==> src/rtl/psram_xfer_sched_pkg.sv <==
// Shared types and constants for the PSRAM request scheduler.
package psram_xfer_sched_pkg;

  localparam int ADDR_W = 32;
  localparam int DATA_W = 8;

  typedef enum logic [1:0] {
    ST_IDLE  = 2'b00,
    ST_ISSUE = 2'b01,
    ST_WAIT  = 2'b10,
    ST_RESP  = 2'b11
  } sched_state_e;

  // A single requester still needs a one-bit pointer.
  function automatic int ptr_width(input int n);
    return (n > 1) ? $clog2(n) : 1;
  endfunction

endpackage

==> src/rtl/psram_xfer_sched_rr_arb.sv <==
// Combinational round-robin picker: first valid index at or after the pointer,
// wrapping modulo NUM_REQ (handles non-power-of-2 counts).
module psram_xfer_sched_rr_arb
  import psram_xfer_sched_pkg::*;
#(
  parameter int NUM_REQ = 2
) (
  input  logic [NUM_REQ-1:0]            valid_i,
  input  logic [ptr_width(NUM_REQ)-1:0] ptr_i,
  output logic [NUM_REQ-1:0]            gnt_o,
  output logic [ptr_width(NUM_REQ)-1:0] idx_o,
  output logic                          any_o
);

  localparam int PTR_W = ptr_width(NUM_REQ);

  always_comb begin
    int               cand;
    logic [PTR_W-1:0] cand_idx;
    gnt_o    = '0;
    idx_o    = '0;
    any_o    = 1'b0;
    cand     = 0;
    cand_idx = '0;
    for (int off = 0; off < NUM_REQ; off++) begin
      cand = int'(ptr_i) + off;
      if (cand >= NUM_REQ) cand = cand - NUM_REQ;
      cand_idx = PTR_W'(cand);
      if (!any_o && valid_i[cand_idx]) begin
        any_o           = 1'b1;
        gnt_o[cand_idx] = 1'b1;
        idx_o           = cand_idx;
      end
    end
  end

endmodule

==> src/rtl/psram_xfer_sched.sv <==
// Round-robin scheduler of single-byte read/write requests in front of psram_core,
// with a completion-timeout guard.
//
// state | meaning
// IDLE  | waiting for an enabled, valid request; grants combinationally
// ISSUE | one-cycle start pulse to the core; timeout counter cleared
// WAIT  | waiting for core done or terminal count
// RESP  | one-cycle response pulse to the granted requester; pointer advances
module psram_xfer_sched
  import psram_xfer_sched_pkg::*;
#(
  parameter int NUM_REQ   = 2,
  parameter int TMO_WIDTH = 12
) (
  input  logic                        clk_i,
  input  logic                        rst_n_i,
  input  logic                        sched_en_i,
  input  logic [NUM_REQ-1:0]          req_valid_i,
  output logic [NUM_REQ-1:0]          req_ready_o,
  input  logic [NUM_REQ-1:0]          req_we_i,
  input  logic [NUM_REQ*ADDR_W-1:0]   req_addr_i,
  input  logic [NUM_REQ*DATA_W-1:0]   req_wdata_i,
  output logic [NUM_REQ-1:0]          rsp_valid_o,
  output logic [DATA_W-1:0]           rsp_rdata_o,
  output logic                        rsp_err_o,
  output logic                        core_xfer_en_o,
  output logic                        core_we_o,
  output logic [ADDR_W-1:0]           core_addr_o,
  output logic [DATA_W-1:0]           core_wdata_o,
  input  logic                        core_done_i,
  input  logic [DATA_W-1:0]           core_rdata_i,
  output logic                        busy_o
);

  localparam int PTR_W = ptr_width(NUM_REQ);
  localparam logic [TMO_WIDTH-1:0] TMO_MAX = '1;

  sched_state_e         state_q, state_d;
  logic [PTR_W-1:0]     ptr_q, ptr_d;
  logic [PTR_W-1:0]     gidx_q, gidx_d;
  logic                 we_q, we_d;
  logic [ADDR_W-1:0]    addr_q, addr_d;
  logic [DATA_W-1:0]    wdata_q, wdata_d;
  logic [TMO_WIDTH-1:0] cnt_q, cnt_d, cnt_inc;
  logic [DATA_W-1:0]    rdata_q, rdata_d;
  logic                 err_q, err_d;

  logic [NUM_REQ-1:0]   arb_gnt;
  logic [PTR_W-1:0]     arb_idx;
  logic                 arb_any;

  psram_xfer_sched_rr_arb #(.NUM_REQ(NUM_REQ)) u_arb (
    .valid_i (req_valid_i),
    .ptr_i   (ptr_q),
    .gnt_o   (arb_gnt),
    .idx_o   (arb_idx),
    .any_o   (arb_any)
  );

  assign cnt_inc = cnt_q + TMO_WIDTH'(1);

  always_comb begin
    state_d        = state_q;
    ptr_d          = ptr_q;
    gidx_d         = gidx_q;
    we_d           = we_q;
    addr_d         = addr_q;
    wdata_d        = wdata_q;
    cnt_d          = cnt_q;
    rdata_d        = rdata_q;
    err_d          = err_q;
    req_ready_o    = '0;
    rsp_valid_o    = '0;
    core_xfer_en_o = 1'b0;
    busy_o         = (state_q != ST_IDLE);
    unique case (state_q)
      ST_IDLE: begin
        if (sched_en_i && arb_any) begin
          req_ready_o = arb_gnt;
          gidx_d      = arb_idx;
          we_d        = req_we_i[arb_idx];
          addr_d      = req_addr_i[ADDR_W*int'(arb_idx) +: ADDR_W];
          wdata_d     = req_wdata_i[DATA_W*int'(arb_idx) +: DATA_W];
          state_d     = ST_ISSUE;
        end
      end
      ST_ISSUE: begin
        core_xfer_en_o = 1'b1;
        cnt_d          = '0;
        state_d        = ST_WAIT;
      end
      ST_WAIT: begin
        cnt_d = cnt_inc;
        // Done takes priority over a coincident terminal count.
        if (core_done_i) begin
          rdata_d = we_q ? '0 : core_rdata_i;
          err_d   = 1'b0;
          state_d = ST_RESP;
        end else if (cnt_inc == TMO_MAX) begin
          rdata_d = '0;
          err_d   = 1'b1;
          state_d = ST_RESP;
        end
      end
      ST_RESP: begin
        rsp_valid_o[gidx_q] = 1'b1;
        ptr_d   = (gidx_q == PTR_W'(NUM_REQ - 1)) ? '0 : gidx_q + PTR_W'(1);
        state_d = ST_IDLE;
      end
      default: state_d = ST_IDLE;
    endcase
  end

  always_ff @(posedge clk_i or negedge rst_n_i) begin
    if (!rst_n_i) begin
      state_q <= ST_IDLE;
      ptr_q   <= '0;
      gidx_q  <= '0;
      we_q    <= 1'b0;
      addr_q  <= '0;
      wdata_q <= '0;
      cnt_q   <= '0;
      rdata_q <= '0;
      err_q   <= 1'b0;
    end else begin
      state_q <= state_d;
      ptr_q   <= ptr_d;
      gidx_q  <= gidx_d;
      we_q    <= we_d;
      addr_q  <= addr_d;
      wdata_q <= wdata_d;
      cnt_q   <= cnt_d;
      rdata_q <= rdata_d;
      err_q   <= err_d;
    end
  end

  assign core_we_o    = we_q;
  assign core_addr_o  = addr_q;
  assign core_wdata_o = wdata_q;
  assign rsp_rdata_o  = rdata_q;
  assign rsp_err_o    = err_q;

endmodule

==> config.mk <==
export PLATFORM = sky130hd
export DESIGN_NAME = psram_xfer_sched
export DESIGN_NICKNAME = d
export VERILOG_FILES = /design/src/rtl/psram_xfer_sched_pkg.sv /design/src/rtl/psram_xfer_sched_rr_arb.sv /design/src/rtl/psram_xfer_sched.sv
export SDC_FILE = /design/constraint.sdc
export NUM_CORES = 1
export LEC_CHECK = 0
export ABC_AREA = 1
export CAP_MARGIN = 40
export CORE_UTILIZATION = 45
export DETAILED_ROUTE_END_ITERATION = 10
export GPL_ROUTABILITY_DRIVEN = 0
export PLACE_DENSITY = 0.86
export SLEW_MARGIN = 20
export SYNTH_ARGS = -nofsm -noshare
export SYNTH_HDL_FRONTEND = slang
export SYNTH_SLANG_ARGS = --single-unit
==> constraint.sdc <==
create_clock -name clk_i -period 4.9 [get_ports clk_i]
set_clock_uncertainty 0.1 [all_clocks]
set_input_delay 0.98 -clock clk_i [delete_from_list [all_inputs] [get_ports clk_i]]
set_output_delay 0.98 -clock clk_i [all_outputs]
set_load 0.01 [all_outputs]
==> results of run 1 <==
[placed cells by master (no fill, tap or decap), drive strengths merged]
cell and n:
clkdlybuf4s50 150, nand2 106, o21ai 104, dfrtp 66
nor2 57, inv 24, nand3 20, clkbuf 13
buf 7, ha 6, nand4 2, o22ai 2
a21oi 2, clkinv 2, o21bai 1, xor2 1
or2 1, bufinv 1
[report_power, final]
part	switching, uW	leakage, uW	internal [uW]	total (uW)
sequential	139	0.000840	768	907
combinational	575	0.00124	593	1170
clock	196	0.000106	274	470
total	910	0.00219	1630	2540
[worst paths after layout]
path | start | to | depth (start not counted)
max | req_valid_i[1] | req_ready_o[1] | 6
min | rsp_rdata_o[6] | rsp_rdata_o[6] | 2
max in group asynchronous | rst_n_i | cnt_q[3] | 3
min in group asynchronous | rst_n_i | cnt_q[10] | 1
max reg2reg | cnt_q[0] | rsp_rdata_o[4] | 12
min reg2reg | rsp_rdata_o[6] | rsp_rdata_o[6] | 2
[per-stage QoR]
stage	hold slack, ps	instances	instance area [um^2]	util	power, uW
3_3_place_gp	364.5	645	4872	0.7054	2045
6_report	381.4	661	5104	0.7389	2545
5_1_grt	397.3	661	5104	0.7389	2726
2_1_floorplan	375.3	413	3284	-	1423
3_5_place_dp	367.3	645	4872	0.7054	2086
4_1_cts	384.9	660	5076	0.7350	2565
[area by class of cell]
type / instances / share of cell area
repair buffers: 157 / 0.3079
clock inverters: 2 / 0.006864
clock buffers: 13 / 0.03310
well taps: 96 / 0.02354
inverters: 25 / 0.01839
multi-input cells: 302 / 0.2866
flip-flops and latches: 66 / 0.3236
[per-layer routing]
layer  track usage  wire length, um  vias up
li1              -                -     1636
met1        0.3119             3708     1549
met2        0.4382             4745      132
met3       0.08057              714       12
met4        0.1118              123        0
met5             0                0        -
[sequential cells by signal (all words and copies together) (netlist names)]
register and count:
core_addr_o 32, cnt_q 12, core_wdata_o 8, rsp_rdata_o 8
state_q 2, core_we_o 1, gidx_q 1, ptr_q 1
rsp_err_o 1
[logic make-up after synthesis]
family                     count (synthesis)  synth area share
xor gates and xnor gates                   1          0.002667
buffers and inverters                     45           0.05371
adders and majority gates                  6           0.02286
AOI/OAI and AO/OA                        109            0.1779
and+or+nand+nor                          186            0.2400
DFF                                       66            0.5029
[worst register-to-register path, cell delays in order (launching register included)]
cell and delay [ps]:
sky130_fd_sc_hd__dfrtp_1 440, sky130_fd_sc_hd__ha_1 250, sky130_fd_sc_hd__nand2_2 120, sky130_fd_sc_hd__nor2_4 190
sky130_fd_sc_hd__nand2_1 80, sky130_fd_sc_hd__nand2_1 120, sky130_fd_sc_hd__nand3_2 90, sky130_fd_sc_hd__nor2_2 110
sky130_fd_sc_hd__nand2_2 70, sky130_fd_sc_hd__nand2_2 70, sky130_fd_sc_hd__nand2_4 150, sky130_fd_sc_hd__nand2_1 140
sky130_fd_sc_hd__o21ai_2 60
==> results.sh, run 1 <==
export IMPL_pre_cts_ws_ps=979.7
export IMPL_mappedNetlistArea_um2=3284
export IMPL_place_hpwl_um=6925
export IMPL_r2r_slack_ps=2810
export IMPL_fmax_mhz=257.0
export IMPL_outcome="finished clean"
export IMPL_first_pass_grt_wire_length_um=15380
export IMPL_ctsResizeCount=0
export IMPL_power_density_cell_area_nw_per_um2=498.6
export IMPL_final_min_period_over_clock_period=0.7941
export IMPL_grt_start_max_net_pins=42
export IMPL_cts_hold_buf=0
export IMPL_first_pass_iters=4
export IMPL_synth_nets=515
export IMPL_diodes=0
export IMPL_design_portCount=152
export IMPL_holdCritPathClass="reg2reg"
export IMPL_max_slew_worst_pin_slew_ps=568.4
export IMPL_detail_route_antenna_nets=0
export IMPL_clock_tree_from_tritoncts="yes"
export IMPL_synth_top_cells_by_count="sky130_fd_sc_hd__nand2_1, sky130_fd_sc_hd__o21ai_0, sky130_fd_sc_hd__dfrtp_1"
export IMPL_clock_tree_buffer_depth=2
export IMPL_layout_overhead_on_the_synthesized_area_pct=55.39
export IMPL_clock_tree_htree_level_count=3
export IMPL_leakage_power_total_uw=0.002185
export IMPL_final_setup_viol_count=0
export IMPL_die_height_um=87.43
export IMPL_rsz0062_at_grt="no"
export IMPL_final_max_slew_violation_count=0
export IMPL_postSynthRegisterBits=66
export IMPL_drive_above_1_share=0.08319
export IMPL_floorplan_row_count=30
export IMPL_clock_latency_ps=330
export IMPL_fp_dieW_um=87.43
export IMPL_kind_of_start_point_of_the_critical_path="input port"
export IMPL_clock_tree_root_cell="sky130_fd_sc_hd__clkbuf_8"
export IMPL_nets=663
export IMPL_grt_overflow_total=0
export IMPL_synth_most_common_cell="sky130_fd_sc_hd__nand2_1"
export IMPL_synth_async_reset_ratio=1.000
export IMPL_clkSlewWorstSetupHoldPaths_ps=70
export IMPL_avgSynthCellArea_um2=7.953
export IMPL_type_of_element_capturing_the_critical_path="primary output"
export IMPL_tritoncts_num_buffers=9
export IMPL_drcViolationCount=0
export IMPL_synthTopCellsByArea="sky130_fd_sc_hd__dfrtp_1, sky130_fd_sc_hd__o21ai_0, sky130_fd_sc_hd__nand2_1, sky130_fd_sc_hd__nor2_1, sky130_fd_sc_hd__nand3_1"
export IMPL_cp_cell_sequence="clkdlybuf4s50_1 > inv_1 > a21oi_2 > clkinv_1 > nor2_1 > clkdlybuf4s50_1"
export IMPL_multi_input_comb_area_um2=1463
export IMPL_tns_ps=0
export IMPL_grt_pass1_vias=3342
export IMPL_yosysWarningCount=0
export IMPL_synth_edff_count=0
export IMPL_dr_first_iter_drc_count=180
export IMPL_netlist_area_leader_share=0.5029
export IMPL_clkSinkCount=66
export IMPL_worstPathMaxFanout=17
export IMPL_synth_top_flop_cell="sky130_fd_sc_hd__dfrtp_1"
export IMPL_maxSlewHeadroom=0.6211
export IMPL_worst_path_buf_inv=4
export IMPL_worst_ep_required_time_ps=3820
export IMPL_ir_drop_worst_case_vdd_uv=260.7
export IMPL_grt_antenna_before_repair=0
export IMPL_critPathTopFamily="buffers and inverters"
export IMPL_cts_setup_buffers=0
export IMPL_vias=3329
export IMPL_global_route_usage_total=0.2620
export IMPL_timing_hold_violations_final=0
export IMPL_start_util=0.4755
export IMPL_numPortBuffers=151
export IMPL_critical_path_slowest_cell="sky130_fd_sc_hd__clkdlybuf4s50_1"
export IMPL_nFillCells=556
export IMPL_core_area_um2=6907
export IMPL_max_cap_violations=0
export IMPL_synth_distinct_cells=23
export IMPL_crit_arrival_ps=2810
export IMPL_wirelength_um=9291
export IMPL_drt_vias_per_instance=5.036
export IMPL_critical_path_class="in2out"
export IMPL_synth_top_area_cell="sky130_fd_sc_hd__dfrtp_1"
export IMPL_syn_instance_count=413
export IMPL_fin_crit_ps=3891
export IMPL_critical_path_top_cell_by_count="sky130_fd_sc_hd__clkdlybuf4s50_1"
export IMPL_dieArea_um2=7644
export IMPL_synth_yosys_seq_area_share=0.5029
export IMPL_seqCellArea_um2=1652
export IMPL_routedWlPerCell_um=14.06
export IMPL_slowest_delay_ps=550
export IMPL_fin_ws_ps=1009
Power figures use the tool's default switching activity.
==> inputs of run 2 (changes only) <==
--- a/config.mk
+++ b/config.mk
@@ -7,10 +7,10 @@
 export LEC_CHECK = 0
 export ABC_AREA = 1
 export CAP_MARGIN = 40
-export CORE_UTILIZATION = 45
+export CORE_UTILIZATION = 38
 export DETAILED_ROUTE_END_ITERATION = 10
 export GPL_ROUTABILITY_DRIVEN = 0
-export PLACE_DENSITY = 0.86
+export PLACE_DENSITY = 0.78
 export SLEW_MARGIN = 20
 export SYNTH_ARGS = -nofsm -noshare
 export SYNTH_HDL_FRONTEND = slang
==> constraint.sdc (replaced) <==
create_clock -name clk_i -period 3.45 [get_ports clk_i]
set_clock_uncertainty 0.1 [all_clocks]
set_input_delay 0.69 -clock clk_i [delete_from_list [all_inputs] [get_ports clk_i]]
set_output_delay 0.69 -clock clk_i [all_outputs]
set_load 0.01 [all_outputs]
==> run 2 against run 1 <==
Compared with the run above:
- first-iteration DRC count shrank 33%
- combinational power grew 42%
- flip-flop and latch count is the same
- clock power grew 16%
- die area grew 18%
- highest routed layer unchanged
==> results.sh, run 2 (synthesis results as in run 1) <==
export IMPL_clkSlewWorstSetupHoldPaths_ps=60
export IMPL_dr_first_iter_drc_count=120
export IMPL_worstPathMaxFanout=4
export IMPL_detailed_place_area_um2=4906
export IMPL_dieArea_um2=9019
export IMPL_power_share_combinational=0.476
export IMPL_grt_start_max_net_pins=42
export IMPL_grt_antenna_before_repair=0
export IMPL_crit_arrival_ps=2210
export IMPL_routedWlPerCell_um=13.93
export IMPL_max_cap_violations=0
export IMPL_detail_route_antenna_nets=0
export IMPL_fin_worst_hold_slack_ps=285.0
export IMPL_floorplan_row_count=33
export IMPL_maxSlewHeadroom=0.5546
export IMPL_grt_overflow_total=0
export IMPL_swShare=0.3717
export IMPL_final_min_period_over_clock_period=0.8698
export IMPL_fp_dieW_um=94.97
export IMPL_die_height_um=94.97
export IMPL_holdCritPathClass="in2async"
export IMPL_first_pass_iters=5
export IMPL_cts_setup_buffers=0
export IMPL_core_area_um2=8299
export IMPL_multi_input_comb_area_um2=1463
export IMPL_clock_tree_htree_level_count=3
export IMPL_type_of_element_capturing_the_critical_path="primary output"
export IMPL_numPortBuffers=151
export IMPL_outcome="finished clean"
export IMPL_tritoncts_num_buffers=9
export IMPL_final_cell_mix="sky130_fd_sc_hd__clkdlybuf4s50_1, sky130_fd_sc_hd__nand2_1, sky130_fd_sc_hd__o21ai_0"
export IMPL_first_pass_grt_wire_length_um=15440
export IMPL_place_hpwl_um=7034
export IMPL_grt_pass1_vias=3304
export IMPL_worst_r2r_cell_count=13
export IMPL_critical_path_class="in2out"
export IMPL_final_setup_viol_count=0
export IMPL_clkPwrFrac=0.156
export IMPL_rsz0062_at_grt="no"
export IMPL_layout_overhead_on_the_synthesized_area_pct=54.32
export IMPL_post_route_cell_area_um2=5069
export IMPL_drcViolationCount=0
export IMPL_seqCellArea_um2=1652
export IMPL_report_power_total_uw=3491
export IMPL_final_max_slew_violation_count=0
export IMPL_timing_hold_violations_final=0
export IMPL_clkSinkCount=66
export IMPL_nFillCells=725
export IMPL_r2r_slack_ps=1430
export IMPL_diodes=0
export IMPL_clock_tree_root_cell="sky130_fd_sc_hd__clkbuf_8"
export IMPL_start_util=0.3957
export IMPL_max_slew_worst_pin_slew_ps=668.1
export IMPL_switchingPower_uw=1298
export IMPL_cts_hold_buf=0
export IMPL_internal_power_uw=2194
export IMPL_vias=3328
export IMPL_clock_tree_from_tritoncts="yes"
export IMPL_nets=665
export IMPL_drive_above_1_share=0.08627
export IMPL_leakage_power_total_uw=0.002164
export IMPL_fin_crit_ps=3001
export IMPL_kind_of_start_point_of_the_critical_path="input port"
export IMPL_ctsResizeCount=0
export IMPL_ir_drop_worst_case_vdd_uv=312.0
export IMPL_power_frac_seq=0.369
export IMPL_power_density_cell_area_nw_per_um2=688.8
export IMPL_wirelength_um=9375
export IMPL_global_route_usage_total=0.2235
export IMPL_layout_cells_most_common="sky130_fd_sc_hd__clkdlybuf4s50_1"
export IMPL_clock_tree_buffer_depth=2
export IMPL_worst_ep_required_time_ps=2660
export IMPL_tns_ps=0
export IMPL_fmax_mhz=333.2
export IMPL_drt_vias_per_instance=4.945
export IMPL_largest_register_ffs=32
export IMPL_clock_latency_ps=330
export IMPL_design_portCount=152
==> run 2: metrics by stage <==
| step | instances | util | setup slack (ps) |
|---|---|---|---|
| after floorplan | 413 | - | 1029 |
| after global placement | 657 | 0.5911 | 489.8 |
| after detailed placement | 657 | 0.5911 | 455.3 |
| after CTS | 673 | 0.6107 | 445.5 |
| after global routing | 673 | 0.6107 | 339.5 |
| final | 673 | 0.6107 | 449.2 |
==> run 2: final timing paths <==
kind                                       from               to
min in group clk_i              core_addr_o[17]  core_addr_o[17]
worst max-delay path             req_valid_i[0]   req_ready_o[0]
max in group asynchronous               rst_n_i  core_addr_o[18]
worst max register to register         cnt_q[0]   rsp_rdata_o[6]
worst min-delay path                    rst_n_i            ptr_q
worst min register to register  core_addr_o[17]  core_addr_o[17]
==> run 2: cell type report <==
class,count,share of cell area
Multi-Input combinational cell,302,0.2886
Clock buffer,11,0.02592
Inverter,25,0.01851
Clock inverter,5,0.006171
Timing Repair Buffer,159,0.3091
Tap cell,105,0.02592
Sequential cell,66,0.3258
==> run 2: power by group through the flow <==
stage	Clock [uW]	Sequential (uW)	Combinational, uW
5_1_grt	599	1320	1830
3_5_place_dp	0	1290	1680
2_1_floorplan	0	1410	615
4_1_cts	564	1290	1690
3_3_place_gp	0	1280	1640
6_report	544	1290	1660
==> run 2: routing by layer <==
metal	up-vias	share of wire	track usage	wire [um]
met1	1545	0.42	0.2691	3959
met5	-	0	0	0
met4	0	0.016	0.09091	146
li1	1647	-	-	-
met2	121	0.49	0.3711	4562
met3	15	0.075	0.06844	707
==> run 2: critical path: stages <==
cell and delay [ps]:
sky130_fd_sc_hd__clkdlybuf4s50_1 520, sky130_fd_sc_hd__o21ai_0 140, sky130_fd_sc_hd__nor2_2 150, sky130_fd_sc_hd__inv_2 70
sky130_fd_sc_hd__nor2_1 100, sky130_fd_sc_hd__clkdlybuf4s50_1 540
==> inputs of run 3 (changes only) <==
--- a/config.mk
+++ b/config.mk
@@ -5,12 +5,12 @@
 export SDC_FILE = /design/constraint.sdc
 export NUM_CORES = 1
 export LEC_CHECK = 0
-export ABC_AREA = 1
+export ABC_AREA = 0
 export CAP_MARGIN = 40
-export CORE_UTILIZATION = 38
+export CORE_UTILIZATION = 37
 export DETAILED_ROUTE_END_ITERATION = 10
 export GPL_ROUTABILITY_DRIVEN = 0
-export PLACE_DENSITY = 0.78
+export PLACE_DENSITY = 0.77
 export SLEW_MARGIN = 20
 export SYNTH_ARGS = -nofsm -noshare
 export SYNTH_HDL_FRONTEND = slang
==> run 3 against run 2 <==
Compared with the run above:
- worst hold slack lost 92 ps
- routed wire length shrank 8.7%
- clock power grew 22%
- flip-flop and latch count is the same
- setup slack lost 200 ps
- via count shrank 17%
- global-route usage shrank 2.1 points
- core utilization shrank 0.76 points
- final area shrank 2.7%
- sequential power shrank 3%
- cell count shrank 16%
- critical path type unchanged
==> results.sh, run 3 <==
export IMPL_worstPathMaxFanout=3
export IMPL_grt_pass1_vias=2713
export IMPL_final_max_slew_violation_count=0
export IMPL_synth_most_common_cell="sky130_fd_sc_hd__dfrtp_1"
export IMPL_numPortBuffers=151
export IMPL_cp_cell_sequence="clkdlybuf4s50_1 > o21ai_1 > or2_2 > nor2_1 > clkdlybuf4s50_1"
export IMPL_synth_top_flop_cell="sky130_fd_sc_hd__dfrtp_1"
export IMPL_first_pass_grt_wire_length_um=13270
export IMPL_first_pass_iters=4
export IMPL_fin_crit_ps=3203
export IMPL_final_setup_viol_count=0
export IMPL_syn_instance_count=305
export IMPL_grt_antenna_before_repair=0
export IMPL_critical_path_slowest_cell="sky130_fd_sc_hd__clkdlybuf4s50_1"
export IMPL_synth_yosys_seq_area_share=0.5297
export IMPL_clock_tree_buffer_depth=2
export IMPL_maxSlewHeadroom=0.5543
export IMPL_synth_top_cells_by_count="sky130_fd_sc_hd__dfrtp_1, sky130_fd_sc_hd__nand2_1, sky130_fd_sc_hd__o21ai_0"
export IMPL_synth_nets=407
export IMPL_synth_distinct_cells=33
export IMPL_power_share_combinational=0.460
export IMPL_core_area_um2=8175
export IMPL_layout_cells_most_common="sky130_fd_sc_hd__clkdlybuf4s50_1"
export IMPL_vias=2746
export IMPL_nets=556
export IMPL_clock_tree_from_tritoncts="yes"
export IMPL_dr_first_iter_drc_count=95
export IMPL_nFillCells=681
export IMPL_holdCritPathClass="in2async"
export IMPL_floorplan_row_count=33
export IMPL_yosysWarningCount=0
export IMPL_placedCellCount=548
export IMPL_max_slew_worst_pin_slew_ps=668.6
export IMPL_synth_top_area_cell="sky130_fd_sc_hd__dfrtp_1"
export IMPL_synth_async_reset_ratio=1.000
export IMPL_final_cell_mix="sky130_fd_sc_hd__clkdlybuf4s50_1, sky130_fd_sc_hd__dfrtp_1, sky130_fd_sc_hd__nand2_1"
export IMPL_worst_ep_required_time_ps=2660
export IMPL_tns_ps=0
export IMPL_drt_vias_per_instance=4.869
export IMPL_ir_drop_worst_case_vdd_uv=315.5
export IMPL_power_frac_seq=0.353
export IMPL_clock_tree_root_cell="sky130_fd_sc_hd__clkbuf_8"
export IMPL_critical_path_top_cell_by_count="sky130_fd_sc_hd__clkdlybuf4s50_1"
export IMPL_internal_power_uw=2315
export IMPL_leakage_power_total_uw=0.002254
export IMPL_tritoncts_num_buffers=9
export IMPL_wirelength_um=8556
export IMPL_kind_of_start_point_of_the_critical_path="input port"
export IMPL_clock_latency_ps=340
export IMPL_cts_hold_buf=0
export IMPL_layoutNonFillerInstCount=564
export IMPL_routedWlPerCell_um=15.17
export IMPL_final_min_period_over_clock_period=0.9284
export IMPL_power_density_cell_area_nw_per_um2=718.4
export IMPL_switchingPower_uw=1227
export IMPL_avgSynthCellArea_um2=10.22
export IMPL_clkSinkCount=66
export IMPL_fmax_mhz=312.2
export IMPL_die_height_um=93.80
export IMPL_cts_setup_buffers=0
export IMPL_global_route_usage_total=0.2025
export IMPL_largest_register_ffs=32
export IMPL_clkPwrFrac=0.187
export IMPL_detail_route_antenna_nets=0
export IMPL_place_hpwl_um=6416
export IMPL_mappedNetlistArea_um2=3118
export IMPL_type_of_element_capturing_the_critical_path="primary output"
export IMPL_max_cap_violations=0
export IMPL_timing_hold_violations_final=0
export IMPL_postSynthRegisterBits=66
export IMPL_clkSlewWorstSetupHoldPaths_ps=70
export IMPL_netlist_area_leader_share=0.5297
export IMPL_diodes=0
export IMPL_synth_edff_count=0
export IMPL_drive_above_1_share=0.05882
export IMPL_rsz0062_at_grt="no"
export IMPL_slowest_delay_ps=580
export IMPL_layout_overhead_on_the_synthesized_area_pct=58.15
export IMPL_start_util=0.3814
export IMPL_fp_dieW_um=93.80
export IMPL_design_portCount=152
export IMPL_pre_cts_ws_ps=296.9
export IMPL_crit_arrival_ps=2410
export IMPL_critical_path_class="in2out"
export IMPL_dieArea_um2=8798
export IMPL_ctsResizeCount=0
export IMPL_grt_start_max_net_pins=84
export IMPL_drcViolationCount=0
export IMPL_synthTopCellsByArea="sky130_fd_sc_hd__dfrtp_1, sky130_fd_sc_hd__mux2i_1, sky130_fd_sc_hd__o21ai_0, sky130_fd_sc_hd__nand2_1, sky130_fd_sc_hd__a22o_1"
export IMPL_clock_tree_htree_level_count=3
export IMPL_grt_overflow_total=0
export IMPL_swShare=0.3465
export IMPL_outcome="finished clean"
export IMPL_fin_ws_ps=246.9
-- run 3: changes by cell type in the layout (fill, tap and decap cells not counted), sizes merged, moves of 4 or more --
| cell | previous run | this run |
|---|---|---|
| a22o | 0 | 11 |
| buf | 9 | 5 |
| nand2 | 106 | 58 |
| nand3 | 20 | 7 |
| o21ai | 104 | 52 |
| mux2i | 0 | 43 |
| inv | 24 | 9 |
| nor2 | 57 | 8 |
-- run 3: area by class of cell --
type | instances | area, um^2 | area share
repair buffers | 155 | 1536 | 0.3116
well taps | 105 | 131.4 | 0.02664
inverters | 9 | 33.78 | 0.006851
flip-flops and latches | 66 | 1652 | 0.3349
clock inverters | 5 | 52.55 | 0.01066
clock buffers | 11 | 151.4 | 0.03070
multi-input cells | 213 | 1374 | 0.2786
-- run 3: logic make-up after synthesis --
family | Yosys count | synth area share
XOR/XNOR | 2 | 0.005619
buffers and inverters | 26 | 0.03330
multiplexers | 44 | 0.1417
AO/OA/AOI/OAI | 75 | 0.1441
AND/OR/NAND/NOR | 86 | 0.1216
flip-flops | 66 | 0.5297
adder cells (fa/ha/maj) | 6 | 0.02408
-- run 3: power groups by stage --
stage | Sequential, uW | Clock (uW) | Combinational, uW
after CTS | 1250 | 686 | 1650
after global routing | 1290 | 725 | 1790
after global placement | 1250 | 0 | 1610
after floorplan | 1380 | 0 | 634
after detailed placement | 1270 | 0 | 1640
final | 1250 | 662 | 1630
-- run 3: path summary, 6_finish.rpt --
kind,startpoint,to,slack (ps),cells after the start
setup / recovery,req_valid_i[1],req_ready_o[1],250,5
hold / removal,rst_n_i,rsp_rdata_o[1],190,1
setup reg to reg,state_q[0],state_q[1],1290,5
hold reg to reg,core_addr_o[15],core_addr_o[15],380,2
max in group asynchronous,rst_n_i,cnt_q[9],2360,2
min in group clk_i,core_addr_o[15],core_addr_o[15],380,2
-- run 3: metal layers --
metal / vias up / routed length [um] / track usage / share of wire
li1: 1363 / - / - / -
met1: 1273 / 3819 / 0.2514 / 0.45
met2: 96 / 3969 / 0.3266 / 0.46
met3: 14 / 570 / 0.05502 / 0.067
met4: 0 / 196 / 0.09487 / 0.023
met5: - / 0 / 0 / 0
-- run 3: stage by stage --
stage	utilization	cell area [um^2]	power, uW	hold slack (ps)
2_1_floorplan	-	3118	2014	294.4
3_3_place_gp	0.5782	4727	2861	361.4
3_5_place_dp	0.5782	4727	2908	368.5
4_1_cts	0.6032	4931	3589	190.5
5_1_grt	0.6032	4931	3808	205.8
6_report	0.6032	4931	3542	192.6
-- run 3: worst max-delay path, delay by kind of cell --
kind                   cells  cell delay (ps)
buffers and inverters      2             1110
AND/OR/NAND/NOR            2              490
AO/OA/AOI/OAI              1              110
